$ cat src/rtl/mmio_uart_tx.sv
// Memory-mapped 8N1 UART transmitter.
// A store to TXDATA queues a byte in a small FIFO. A two-process FSM drains
// the FIFO onto tx, one frame at a time. Register reads are combinational so
// a single-cycle load needs no stall.
module mmio_uart_tx #(
    parameter logic [31:0] BASE        = 32'hFFFF_FF00,
    parameter int          DEPTH       = 4,
    parameter logic [15:0] DEFAULT_DIV = 16'd16
) (
    input  logic        clk,
    input  logic        reset,
    input  logic        we,
    input  logic [31:0] a,
    input  logic [31:0] wd,
    output logic [31:0] rd,
    output logic        hit,
    output logic        tx
);

    localparam int PW = $clog2(DEPTH);
    localparam int CW = PW + 1;

    typedef enum logic [1:0] {IDLE, START, DATA, STOP} state_t;

    // FIFO storage and bookkeeping
    logic [7:0]    mem [DEPTH];
    logic [PW-1:0] wr_ptr_reg, rd_ptr_reg;
    logic [CW-1:0] count_reg;
    logic          overflow_reg;
    logic [15:0]   div_reg;

    // Transmit engine state
    state_t        state_reg, state_next;
    logic [7:0]    shift_reg, shift_next;
    logic [2:0]    bitcnt_reg, bitcnt_next;
    logic [15:0]   baud_reg, baud_next;

    logic [1:0]    offset;
    logic          push, push_ok, pop;
    logic          empty, full, busy;
    logic          status_wr, div_wr;
    logic [3:0]    count_field;
    logic [31:0]   status_word;
    logic          unused_bits;

    // Address bits [1:0] and the upper store-data half never affect state.
    assign unused_bits = ^{a[1:0], wd[31:16]};

    assign hit       = (a[31:4] == BASE[31:4]);
    assign offset    = a[3:2];
    assign push      = we & hit & (offset == 2'd0);
    assign status_wr = we & hit & (offset == 2'd1);
    assign div_wr    = we & hit & (offset == 2'd2);

    assign empty = (count_reg == '0);
    assign full  = (count_reg == CW'(DEPTH));
    assign busy  = (state_reg != IDLE);

    // A push into a full FIFO still lands when the FSM pops on the same edge.
    assign push_ok = push & (~full | pop);

    assign count_field = 4'(count_reg);
    assign status_word = {22'b0, overflow_reg, busy, count_field, 2'b00, full, empty};

    // Combinational register read, zero when the address misses this block.
    always_comb begin
        rd = 32'h0;
        if (hit) begin
            case (offset)
                2'd1:    rd = status_word;
                2'd2:    rd = {16'h0, div_reg};
                default: rd = 32'h0;
            endcase
        end
    end

    // FIFO data array; no reset so it maps onto plain RAM.
    always_ff @(posedge clk) begin
        if (push_ok) begin
            mem[wr_ptr_reg] <= wd[7:0];
        end
    end

    // FIFO pointers, occupancy and the sticky overflow flag.
    always_ff @(posedge clk or negedge reset) begin
        if (!reset) begin
            wr_ptr_reg   <= '0;
            rd_ptr_reg   <= '0;
            count_reg    <= '0;
            overflow_reg <= 1'b0;
        end else begin
            if (push_ok) begin
                wr_ptr_reg <= wr_ptr_reg + PW'(1);
            end
            if (pop) begin
                rd_ptr_reg <= rd_ptr_reg + PW'(1);
            end
            case ({push_ok, pop})
                2'b10:   count_reg <= count_reg + CW'(1);
                2'b01:   count_reg <= count_reg - CW'(1);
                default: count_reg <= count_reg;
            endcase
            if (push & ~push_ok) begin
                overflow_reg <= 1'b1;
            end else if (status_wr) begin
                overflow_reg <= 1'b0;
            end
        end
    end

    // Bit-period divisor; zero would stall the baud counter, so it becomes 1.
    always_ff @(posedge clk or negedge reset) begin
        if (!reset) begin
            div_reg <= DEFAULT_DIV;
        end else if (div_wr) begin
            div_reg <= (wd[15:0] == 16'h0) ? 16'h1 : wd[15:0];
        end
    end

    // Transmit FSM state and datapath registers.
    always_ff @(posedge clk or negedge reset) begin
        if (!reset) begin
            state_reg  <= IDLE;
            shift_reg  <= 8'h0;
            bitcnt_reg <= 3'd0;
            baud_reg   <= 16'h0;
        end else begin
            state_reg  <= state_next;
            shift_reg  <= shift_next;
            bitcnt_reg <= bitcnt_next;
            baud_reg   <= baud_next;
        end
    end

    // Next-state logic: each bit lasts div_reg clocks, the counter reloads at
    // every bit boundary so divisor changes apply from the next bit on.
    always_comb begin
        state_next  = state_reg;
        shift_next  = shift_reg;
        bitcnt_next = bitcnt_reg;
        baud_next   = baud_reg;
        pop         = 1'b0;
        case (state_reg)
            IDLE: begin
                if (!empty) begin
                    pop         = 1'b1;
                    shift_next  = mem[rd_ptr_reg];
                    bitcnt_next = 3'd0;
                    baud_next   = div_reg - 16'd1;
                    state_next  = START;
                end
            end
            START: begin
                if (baud_reg == 16'h0) begin
                    baud_next  = div_reg - 16'd1;
                    state_next = DATA;
                end else begin
                    baud_next = baud_reg - 16'd1;
                end
            end
            DATA: begin
                if (baud_reg == 16'h0) begin
                    baud_next  = div_reg - 16'd1;
                    shift_next = {1'b0, shift_reg[7:1]};
                    if (bitcnt_reg == 3'd7) begin
                        state_next = STOP;
                    end else begin
                        bitcnt_next = bitcnt_reg + 3'd1;
                    end
                end else begin
                    baud_next = baud_reg - 16'd1;
                end
            end
            STOP: begin
                if (baud_reg == 16'h0) begin
                    state_next = IDLE;
                end else begin
                    baud_next = baud_reg - 16'd1;
                end
            end
            default: state_next = IDLE;
        endcase
    end

    // Line level is a pure decode of registered state, so reset forces idle-high at once.
    always_comb begin
        case (state_reg)
            START:   tx = 1'b0;
            DATA:    tx = shift_reg[0];
            default: tx = 1'b1;
        endcase
    end

endmodule

$ cat config.mk
export PLATFORM = sky130hd
export DESIGN_NAME = mmio_uart_tx
export DESIGN_NICKNAME = d
export VERILOG_FILES = /design/src/rtl/mmio_uart_tx.sv
export SDC_FILE = /design/constraint.sdc
export NUM_CORES = 1
export LEC_CHECK = 0
export CAP_MARGIN = 10
export CORE_MARGIN = 4
export CORE_UTILIZATION = 35
export DETAILED_ROUTE_END_ITERATION = 16
export PLACE_DENSITY = 0.65
export SLEW_MARGIN = 20
export SYNTH_ARGS = -nofsm -noshare
export SYNTH_HDL_FRONTEND = slang
export SYNTH_SLANG_ARGS = --single-unit
$ cat constraint.sdc
create_clock -name clk -period 5.71 [get_ports clk]
set_input_delay 0.8565 -clock clk [delete_from_list [all_inputs] [get_ports clk]]
set_output_delay 0.8565 -clock clk [all_outputs]
set_load 0.05 [all_outputs]
After elaboration in Yosys (flattened, before gate mapping). Memories as Yosys holds them, arrays and structs flattened. Index checks and enable logic that the tools add are counted.

Mux-type cells: 28. Reduce and logical (&&, ||, !) cells: 14. $add $sub $neg: 7. Bitwise operators: 9. Equal/unequal tests: 17.

Operator list (count): $mux 16 (4); $pmux 16 s3 (1); $logic_not 16->1 (2); $mux 32 (1); $pmux 16 s2 (1); $sub 16x1->16 const B (2); $eq 28x28->1 const B (1); $mux 8 (2); $pmux 8 s2 (1); $ne 2x2->1 const B (7); $pmux 3 s2 (2); $mux 2 (5); $mux 3 (3); $eq 2x2->1 const B (4); $pmux 2 s4 (1); $reduce_bool 2->1 (4); $add 3x1->3 const B (2); $and 1x1->1 (6); $eq 2x1->1 const B (3); $eq 3x3->1 const B (2); $mux 1 (6); $reduce_and 5->1 (1); $add 2x1->2 const B (2); $logic_not 2->1 (2); other kinds (9) (10).

Register bits: 53. Memory bits (writable): 32. Word-level logic and storage cells: 85. Bits of input ports: 67. Memories: 1.

Memory list: mem (words 4, bits a word 8, rd ports 1, clocked after memory_dff 0, write ports 1, line 26) `logic [7:0] mem [DEPTH];`.

Logic depth before layout (Yosys ltp). Gate-level depths: netlist of run 1.

Depth after elaboration: 8. Depth in mapped cells: 10. Mapped depth without buffers: 9.

Worst setup path before layout of run 1. Ideal clock, no wire load.

Kind: in2out. Start point: input a[5]. End point: output rd[11]. Data arrival time: 2814 ps. Required time: 4853 ps. Stages on the path: 6. Path slack: 2040 ps. Cell sequence: or4b_1 nor4_2 and2_1 buf_6 nand2_1 nor2_1.

Longest elaborated chain between the ends: 2.

RTL lines: start, declared (line 13) `input logic [31:0] a,`; $eq 28x28->1 (line 49) `assign hit = (a[31:4] == BASE[31:4]);`; named net hit (line 16) `output logic hit,`; $mux 32 (line 68) `if (hit) begin`; end, declared (line 15) `output logic [31:0] rd,`.

The timed path passes the listed nets, and every way through them passes these cells.

Worst setup path in the final report of run 1.
Start point: input a[5]. End point: output rd[2].

Longest elaborated chain between the ends: 2.

RTL lines (line): $eq 28x28->1 (49); $mux 32 (68).

Every way passes these cells.

==> impl_metrics.toml, run 1 <==
[yosys]
synth_area_sq_um = 4703
syn_area_per_cell_sq_um = 10.74
synthAdderAreaFrac_pct = 4.682
synthArstFlopShare_pct = 62.35
synth_edf_count = 32
synth-main-ff-cell = "dfrtp_1"
syn_inst = 438
yosysWarnings = 0
synthMuxAreaShare_pct = 10.24
synth_top_family_by_area = "simple AND/OR/NAND/NOR gates"
synth_cell_type_count = 59
synth_xor_area_share_pct = 2.793
synth_seq_cells = 85
seq_area_frac_synth_pct = 48.66
synthSimpleGateAreaFrac_pct = 14.60
synth_compound_area_share_pct = 12.42

[clock_tree]
clock_latency_ns = 0.34
cts.path.max_buffers = 2
cts-resized-gates = 0
ctsHtreeMaxLevel = 3
numCtsBuffers = 9
clkSinkCount = 85
cts_tree = "done"
ctsHoldBuffers = 0
clkSlewWorstSetupHoldPaths_ns = 0.06
cts_setup_buffers = 0
cts-root-buf = "clkbuf_16"

[die]
pin_count = 101
start_util_pct = 35.66
coreArea_sq_um = 13190
die_x_um = 123.9
row_count = 42
die-area_sq_um = 15360
dieHeight_um = 123.9

[setup_path]
cp_num_buf_inv = 2
required_ns = 4.85
r2r_cells = 7
cp_data_arrival_time_ns = 3.73
cp-end-kind = "output port"
worst-path-max-fanout = 9
critPathSlowestCell = "clkdlybuf4s50_1"
worstSetupPathType = "primary input to output port"
slowest_delay_ns = 0.82
cp.depth = 7
crit_top_cell = "clkdlybuf4s50_1"
start_kind = "primary input"
path_cells = "clkdlybuf4s50_1 > or4b_1 > nor4_2 > and2_1 > nand2_1 > nor2_1 > clkdlybuf4s50_1"
crit_family = "simple AND/OR/NAND/NOR gates"

[layout]
drive_gt1_share_pct = 10.32
multiInputGateArea_sq_um = 2168
register_area_sq_um = 2288
fill_cells = 1225
n_antenna_cell = 0
area_growth_pct = 22.19
fin_nets = 583
largest_reg_flops = 32

[global_route]
grt_use_total_pct = 14.60
antenna_found_initial = 0
globalRoute.totalOverflow = 0
grt_max_degree = 54
grt_pass1_vias = 3588
grt_pass1_wl_um = 17470

[routing]
drt_iter0_markers = 171
drc = 0
drtPass1Iterations = 4
avgRoutedWirePerCell_um = 15.79
via_per_inst = 5.181
ant_nets = 0
wirelength_um = 10740
dr_total_vias = 3523

[timing]
worst_pin_slew_ns = 0.8362
finalHoldViolCount = 0
min_period_ns = 4.590
rsz0062_at_grt = "no"
clock_skew_ns = 0.005370
setup_viol = 0
slew-limit-headroom_pct = 44.05
drv_slew = 0
period_share_pct = 80.38
setup_tns_ns = 0
max_clock_freq_ghz = 0.2179

[worst_hold_path]
hold_path_class = "flip-flop to flip-flop"
holdPathStages = 1

[run]
maxCapViolations = 0

[placed_design]
dp.final_hpwl_um = 7910
place_congestion = 0.8343
io_buffers = 66

[power_and_ir_drop]
power.leakage_nw = 2.254
vdd_drop_max_uv = 123.2
powerDensity_nw_per_um2 = 285.4
total_power_w = 0.001640

[outcome]
status = "completed"
-- synth_stat cells, drive strengths merged, types with 12 or more instances --
master,instances,area share [%]
dfrtp,52,28
a22oi,12,1.9
nor3,16,1.8
xnor2,13,2.4
buf,24,3.6
a21oi,24,2.6
o21ai,29,3.1
inv,27,2.2
nor2,54,4.3
mux2,17,4.7
nand2,17,1.4
ha,16,4.3
edfxtp,32,20
-- through the flow --
| stage | instances | hold WS (ns) | utilization (%) | setup WS [ns] | instance area, sq um |
|---|---|---|---|---|---|
| 6_report | 680 | 0.4884 | 43.57 | 1.120 | 5747 |
| 5_1_grt | 680 | 0.5240 | 43.57 | 0.9601 | 5747 |
| 4_1_cts | 680 | 0.4955 | 43.54 | 1.091 | 5743 |
| 3_5_place_dp | 664 | 0.4882 | 41.28 | 1.101 | 5445 |
| 3_3_place_gp | 664 | 0.4714 | 41.28 | 1.126 | 5445 |
| 2_1_floorplan | 453 | 0.4487 | - | 2.040 | 4760 |
-- cells by family (layout without fill, tap and decap cells) --
| kind of cell | after synthesis | after routing |
|---|---|---|
| compound gates | 92 | 92 |
| xor+xnor | 15 | 15 |
| fa+ha+maj | 17 | 17 |
| buf+inv | 60 | 111 |
| flops | 85 | 85 |
| mux | 33 | 33 |
| other cells | 1 | 16 |
| simple gates | 135 | 135 |
-- power breakdown --
group          internal (W)  switching [W]  total (W)  leakage (nW)
registers          0.000662      0.0000291   0.000691         0.993
clock network      0.000341       0.000246   0.000587         0.144
logic              0.000151       0.000211   0.000362          1.12
total               0.00115       0.000486    0.00164          2.25
-- cells in the final DEF, fill, tap and decap left out, drive strengths merged, types with 3 or more instances in the layout --
cell type	synthesis	routed
edfxtp	32	32
o22ai	4	4
ha	16	16
nor3	16	16
a22o	5	5
nor2	54	54
mux2	17	17
mux2i	8	8
or3	3	3
and2	3	3
mux4	8	8
xnor2	13	13
o31ai	3	3
or4	4	4
nand3	6	6
buf	24	3
a22oi	12	12
nand4	9	9
inv	27	30
nand2	17	17
o21ai	29	29
dfrtp	52	52
nand2b	4	4
conb	1	16
nor4	9	9
a21oi	24	24
clkdlybuf4s50	0	65
clkbuf	9	9
-- per-layer routing --
| layer | vias to the layer above | track usage, % | wire length [um] |
|---|---|---|---|
| met5 | - | 0 | 0 |
| li1 | 1687 | - | - |
| met4 | 0 | 5.749 | 203 |
| met2 | 104 | 24.74 | 5258 |
| met3 | 15 | 2.997 | 573 |
| met1 | 1717 | 18.30 | 4703 |
-- worst paths after layout --
path	startpoint	endpoint	slack (ns)
worst min register to register	bitcnt_reg[0]$_DFFE_PN0P_	bitcnt_reg[0]$_DFFE_PN0P_	0.49
min in group asynchronous	reset	baud_reg[13]$_DFFE_PN0P_	0.64
worst min-delay path	bitcnt_reg[0]$_DFFE_PN0P_	bitcnt_reg[0]$_DFFE_PN0P_	0.49
worst max register to register	baud_reg[9]$_DFFE_PN0P_	baud_reg[13]$_DFFE_PN0P_	3.06
worst max-delay path	a[5]	rd[2]	1.12
max in group asynchronous	reset	baud_reg[6]$_DFFE_PN0P_	4.59
-- cell type report --
cell class,instances,share of cell area [%]
Sequential cell,85,39.82
Multi-Input combinational cell,308,37.73
Timing Repair Buffer,68,11.67
Clock buffer,9,3.919
Tap cell,176,3.832
Inverter,27,1.764
Clock inverter,7,1.263
No activity file was read; power rests on OpenSTA's default activity.
==> run 2: changes to the inputs <==
==> constraint.sdc (replaced) <==
create_clock -name clk -period 4.3 [get_ports clk]
set_input_delay 0.645 -clock clk [delete_from_list [all_inputs] [get_ports clk]]
set_output_delay 0.645 -clock clk [all_outputs]
set_load 0.05 [all_outputs]
==> impl_metrics.toml, run 2 (synthesis results as in run 1) <==
[outcome]
status = "completed"

[layout]
fin_nets = 586
multiInputGateArea_sq_um = 2165
fill_cells = 1240
final_cell_mix = "54 x nor2_1, 52 x dfrtp_1, 49 x clkdlybuf4s50_1, 32 x edfxtp_1, 29 x o21ai_0"
n_antenna_cell = 0
drive_gt1_share_pct = 14.00
register_area_sq_um = 2288
largest_reg_flops = 32
fin_cells = 683
design_area_sq_um = 5734
mostFrequentLayoutCell = "nor2_1"
area_growth_pct = 21.92

[timing]
worst_pin_slew_ns = 0.8203
clock_skew_ns = 0.005438
min_period_ns = 3.518
setup_viol = 0
setup_slack_ns = 0.7816
rsz0062_at_grt = "no"
slew-limit-headroom_pct = 45.06
setup_tns_ns = 0
period_share_pct = 81.82
drv_slew = 0
finalHoldViolCount = 0
max_clock_freq_ghz = 0.2842

[global_route]
grt_pass1_wl_um = 17710
antenna_found_initial = 0
globalRoute.totalOverflow = 0
grt_use_total_pct = 14.83
grt_pass1_vias = 3529
grt_max_degree = 54

[routing]
drc = 0
via_per_inst = 5.104
avgRoutedWirePerCell_um = 15.51
wirelength_um = 10590
drt_iter0_markers = 244
drtPass1Iterations = 4
dr_total_vias = 3486
ant_nets = 0

[clock_tree]
cts_tree = "done"
ctsHoldBuffers = 0
cts-resized-gates = 0
clock_latency_ns = 0.34
cts-root-buf = "clkbuf_16"
clkSinkCount = 85
ctsHtreeMaxLevel = 3
cts_setup_buffers = 0
clkSlewWorstSetupHoldPaths_ns = 0.07
numCtsBuffers = 9
cts.path.max_buffers = 2

[placed_design]
pre_cts_ws_ns = 0.7566
postPlaceCellArea_sq_um = 5428
io_buffers = 66
dp.cells = 667
place_congestion = 0.8325
dp.final_hpwl_um = 7859

[power_and_ir_drop]
powerDensity_nw_per_um2 = 384.4
power.leakage_nw = 2.312
total_power_w = 0.002204
vdd_drop_max_uv = 160.5

[die]
pin_count = 101
dieHeight_um = 123.9
die-area_sq_um = 15360
row_count = 42
coreArea_sq_um = 13190
die_x_um = 123.9
start_util_pct = 35.66

[setup_path]
critPathSlowestCell = "clkdlybuf4s50_1"
cp-startpoint = "a[5]"
crit_family = "buffers and inverters"
r2r-start = "baud_reg[6]$_DFFE_PN0P_"
worstSetupPathType = "primary input to output port"
start_kind = "primary input"
required_ns = 3.65
cp_data_arrival_time_ns = 2.87
crit_top_cell = "clkdlybuf4s50_1"
path_cells = "clkdlybuf4s50_1 > or4b_1 > nor4_2 > and2_1 > clkdlybuf4s50_1"
cp-end-kind = "output port"
cp_num_buf_inv = 2
worst-path-max-fanout = 2
slowest_delay_ns = 0.81

[worst_hold_path]
hold_path_class = "primary input to async pin"

[run]
maxCapViolations = 0
## run 2: worst reg2reg max path: cells and delay by family, from the launching register on
| kind | cells | cell delay (ns) |
|---|---|---|
| AO/OA/AOI/OAI | 3 | 1.00 |
| buffers and inverters | 1 | 0.31 |
| AND/OR/NAND/NOR | 3 | 0.78 |
| flip-flops | 1 | 0.45 |
## run 2: path summary, 6_finish.rpt
kind / to / slack (ns) / depth (start not counted)
worst min register to register: overflow_reg$_DFFE_PN0P_ / 0.49 / 2
min in group clk: overflow_reg$_DFFE_PN0P_ / 0.49 / 2
worst max-delay path: hit / 0.78 / 5
worst max register to register: baud_reg[13]$_DFFE_PN0P_ / 1.64 / 7
worst min-delay path: baud_reg[12]$_DFFE_PN0P_ / 0.44 / 2
max in group asynchronous: div_reg[13]$_DFFE_PN0P_ / 3.41 / 2
## run 2: metal layers
metal / part of all wire [%] / vias up / global-route usage, %
met2: 49 / 107 / 24.60
met1: 44 / 1674 / 19.10
met4: 1.9 / 0 / 5.886
met3: 5.0 / 13 / 2.906
li1: - / 1692 / -
met5: 0 / - / 0
## run 2: power breakdown
part	switching (W)	internal, W	total, W
sequential	0.0000384	0.000879	0.000918
clock	0.000338	0.000459	0.000798
combinational	0.000281	0.000208	0.000489
## run 2: final cells by class
cell class,instances,share of cell area (%)
inverter,27,1.767
timing repair buffer,71,11.39
clock inverter,7,1.418
multi-input combinational,308,37.75
tap,176,3.840
clock buffer,9,3.928
sequential,85,39.91
## run 2: metrics by stage
stage	hold WS, ns	utilization [%]
after CTS	0.4554	43.47
after global routing	0.5125	43.47
after floorplan	0.3494	-
after global placement	0.4691	41.15
final	0.4403	43.47
after detailed placement	0.4805	41.15
==> run 3: changes to the inputs <==
==> constraint.sdc (replaced) <==
create_clock -name clk -period 3.4 [get_ports clk]
set_input_delay 0.51 -clock clk [delete_from_list [all_inputs] [get_ports clk]]
set_output_delay 0.51 -clock clk [all_outputs]
set_load 0.05 [all_outputs]
==> impl_metrics.toml, run 3 (synthesis results as in run 1) <==
[placed_design]
place_congestion = 0.8076
io_buffers = 66
pre_cts_ws_ns = 0.2624
dp.final_hpwl_um = 8029

[die]
dieHeight_um = 123.9
row_count = 42
pin_count = 101
coreArea_sq_um = 13190
start_util_pct = 35.66
die_x_um = 123.9
die-area_sq_um = 15360

[setup_path]
cp_data_arrival_time_ns = 2.59
start_kind = "primary input"
critPathSlowestCell = "or4b_1"
required_ns = 2.89
worst-path-max-fanout = 8
crit_family = "simple AND/OR/NAND/NOR gates"
cp_num_buf_inv = 2
path_cells = "clkdlybuf4s50_1 > or4b_1 > nor4_2 > and2_1 > nand2_1 > nor2_1 > buf_12"
cp-end-kind = "output port"
slowest_delay_ns = 0.53
worstSetupPathType = "primary input to output port"

[timing]
slew-limit-headroom_pct = 45.66
drv_slew = 0
finalHoldViolCount = 0
whs_ns = 0.2615
max_clock_freq_ghz = 0.3221
setup_tns_ns = 0
setup_viol = 0
rsz0062_at_grt = "no"
min_period_ns = 3.104
period_share_pct = 91.30
setup_slack_ns = 0.2958
clock_skew_ns = 0.006935
worst_pin_slew_ns = 0.8152

[global_route]
met3_usage_pct = 3.542
antenna_found_initial = 0
grt_pass1_vias = 3575
grt_pass1_wl_um = 17810
grt_max_degree = 37
met2_usage_pct = 24.64
gr-usage-met1_pct = 18.98
globalRoute.totalOverflow = 0
grt_use_total_pct = 14.96
grt-busiest-layer = "met2"

[layout]
largest_reg_flops = 32
area_growth_pct = 26.58
n_antenna_cell = 0
mostFrequentLayoutCell = "nor2_1"
fin_nets = 591
final_cell_mix = "54 x nor2_1, 52 x dfrtp_1, 48 x clkdlybuf4s50_1, 32 x edfxtp_1, 29 x o21ai_0"
fill_cells = 1234
drive_gt1_share_pct = 14.84

[routing]
drt_iter0_markers = 185
via_per_inst = 5.188
wirelength_um = 10650
drtPass1Iterations = 4
avgRoutedWirePerCell_um = 15.48
dr_total_vias = 3569
ant_nets = 0
drc = 0

[power_and_ir_drop]
intPower_w = 0.001886
power_frac_comb_pct = 23.2
seqPwrFrac_pct = 42.8
vdd_drop_max_uv = 274.9
total_power_w = 0.002717
p_sw_share_pct = 30.56
p_switching_w = 0.0008302
power.leakage_nw = 2.369
pwr-share-clk_pct = 34.0
powerDensity_nw_per_um2 = 456.3

[clock_tree]
cts-resized-gates = 0
cts_setup_buffers = 0
cts-root-buf = "clkbuf_16"
ctsHoldBuffers = 0
cts_tree = "done"
clock_latency_ns = 0.34
clkSinkCount = 85
ctsHtreeMaxLevel = 3
numCtsBuffers = 9
clkSlewWorstSetupHoldPaths_ns = 0.06
cts.path.max_buffers = 2

[run]
maxCapViolations = 0

[outcome]
status = "completed"

[worst_hold_path]
hold_path_class = "primary input to async pin"
[run 3: changes by cell type in the layout (fill, tap and decap cells not counted), sizes merged]
cell,previous run,this run
bufinv,1,0
inv,30,31
buf,22,28
clkinv,3,2
clkdlybuf4s50,49,48
clkinvlp,0,1
[run 3: worst reg2reg max path, cell delays in order, from the launching register on]
cell and delay [ns]:
dfrtp_1 0.43, inv_1 0.10, ha_1 0.20, or4b_2 0.71, nor3_1 0.25, xnor2_1 0.19
o32ai_1 0.12, a22o_1 0.27
[run 3: path summary, 6_finish.rpt]
kind	end	cells after the start	start	slack, ns
setup / recovery	rd[15]	7	a[5]	0.30
max in group asynchronous	shift_reg[4]$_DFFE_PN0P_	2	reset	2.39
hold reg to reg	overflow_reg$_DFFE_PN0P_	2	overflow_reg$_DFFE_PN0P_	0.49
min in group clk	overflow_reg$_DFFE_PN0P_	2	overflow_reg$_DFFE_PN0P_	0.49
setup reg to reg	baud_reg[12]$_DFFE_PN0P_	7	div_reg[0]$_DFFE_PN0P_	1.01
hold / removal	baud_reg[6]$_DFFE_PN0P_	1	reset	0.26
[run 3: power groups by stage]
stage,Clock [W],Combinational (W),Sequential (W)
2_1_floorplan,0,0.000481,0.00115
3_3_place_gp,0,0.000604,0.00118
3_5_place_dp,0,0.000629,0.00118
4_1_cts,0.000942,0.000631,0.00116
5_1_grt,0.000991,0.000714,0.00117
6_report,0.000925,0.000630,0.00116
[run 3: final cells by class]
class	count	area, sq um	share of cell area, %
Clock inverter	7	52.55	0.8827
Sequential cell	85	2288	38.44
Clock buffer	9	225.2	3.783
Timing Repair Buffer	76	900.9	15.13
Multi-Input combinational cell	308	2165	36.36
Inverter	27	101.3	1.702
Tap cell	176	220.2	3.699
[run 3: metrics by stage]
stage	instance area, sq um	utilization (%)	cells
after floorplan	4760	-	453
after global placement	5675	43.03	672
after global routing	5953	45.13	688
after CTS	5953	45.13	688
after detailed placement	5675	43.03	672
final	5953	45.13	688
[run 3: per-layer routing]
metal	vias to the layer above	part of all wire, %
met1	1749	44
met3	11	5.1
met5	-	0
li1	1710	-
met4	0	1.8
met2	99	49
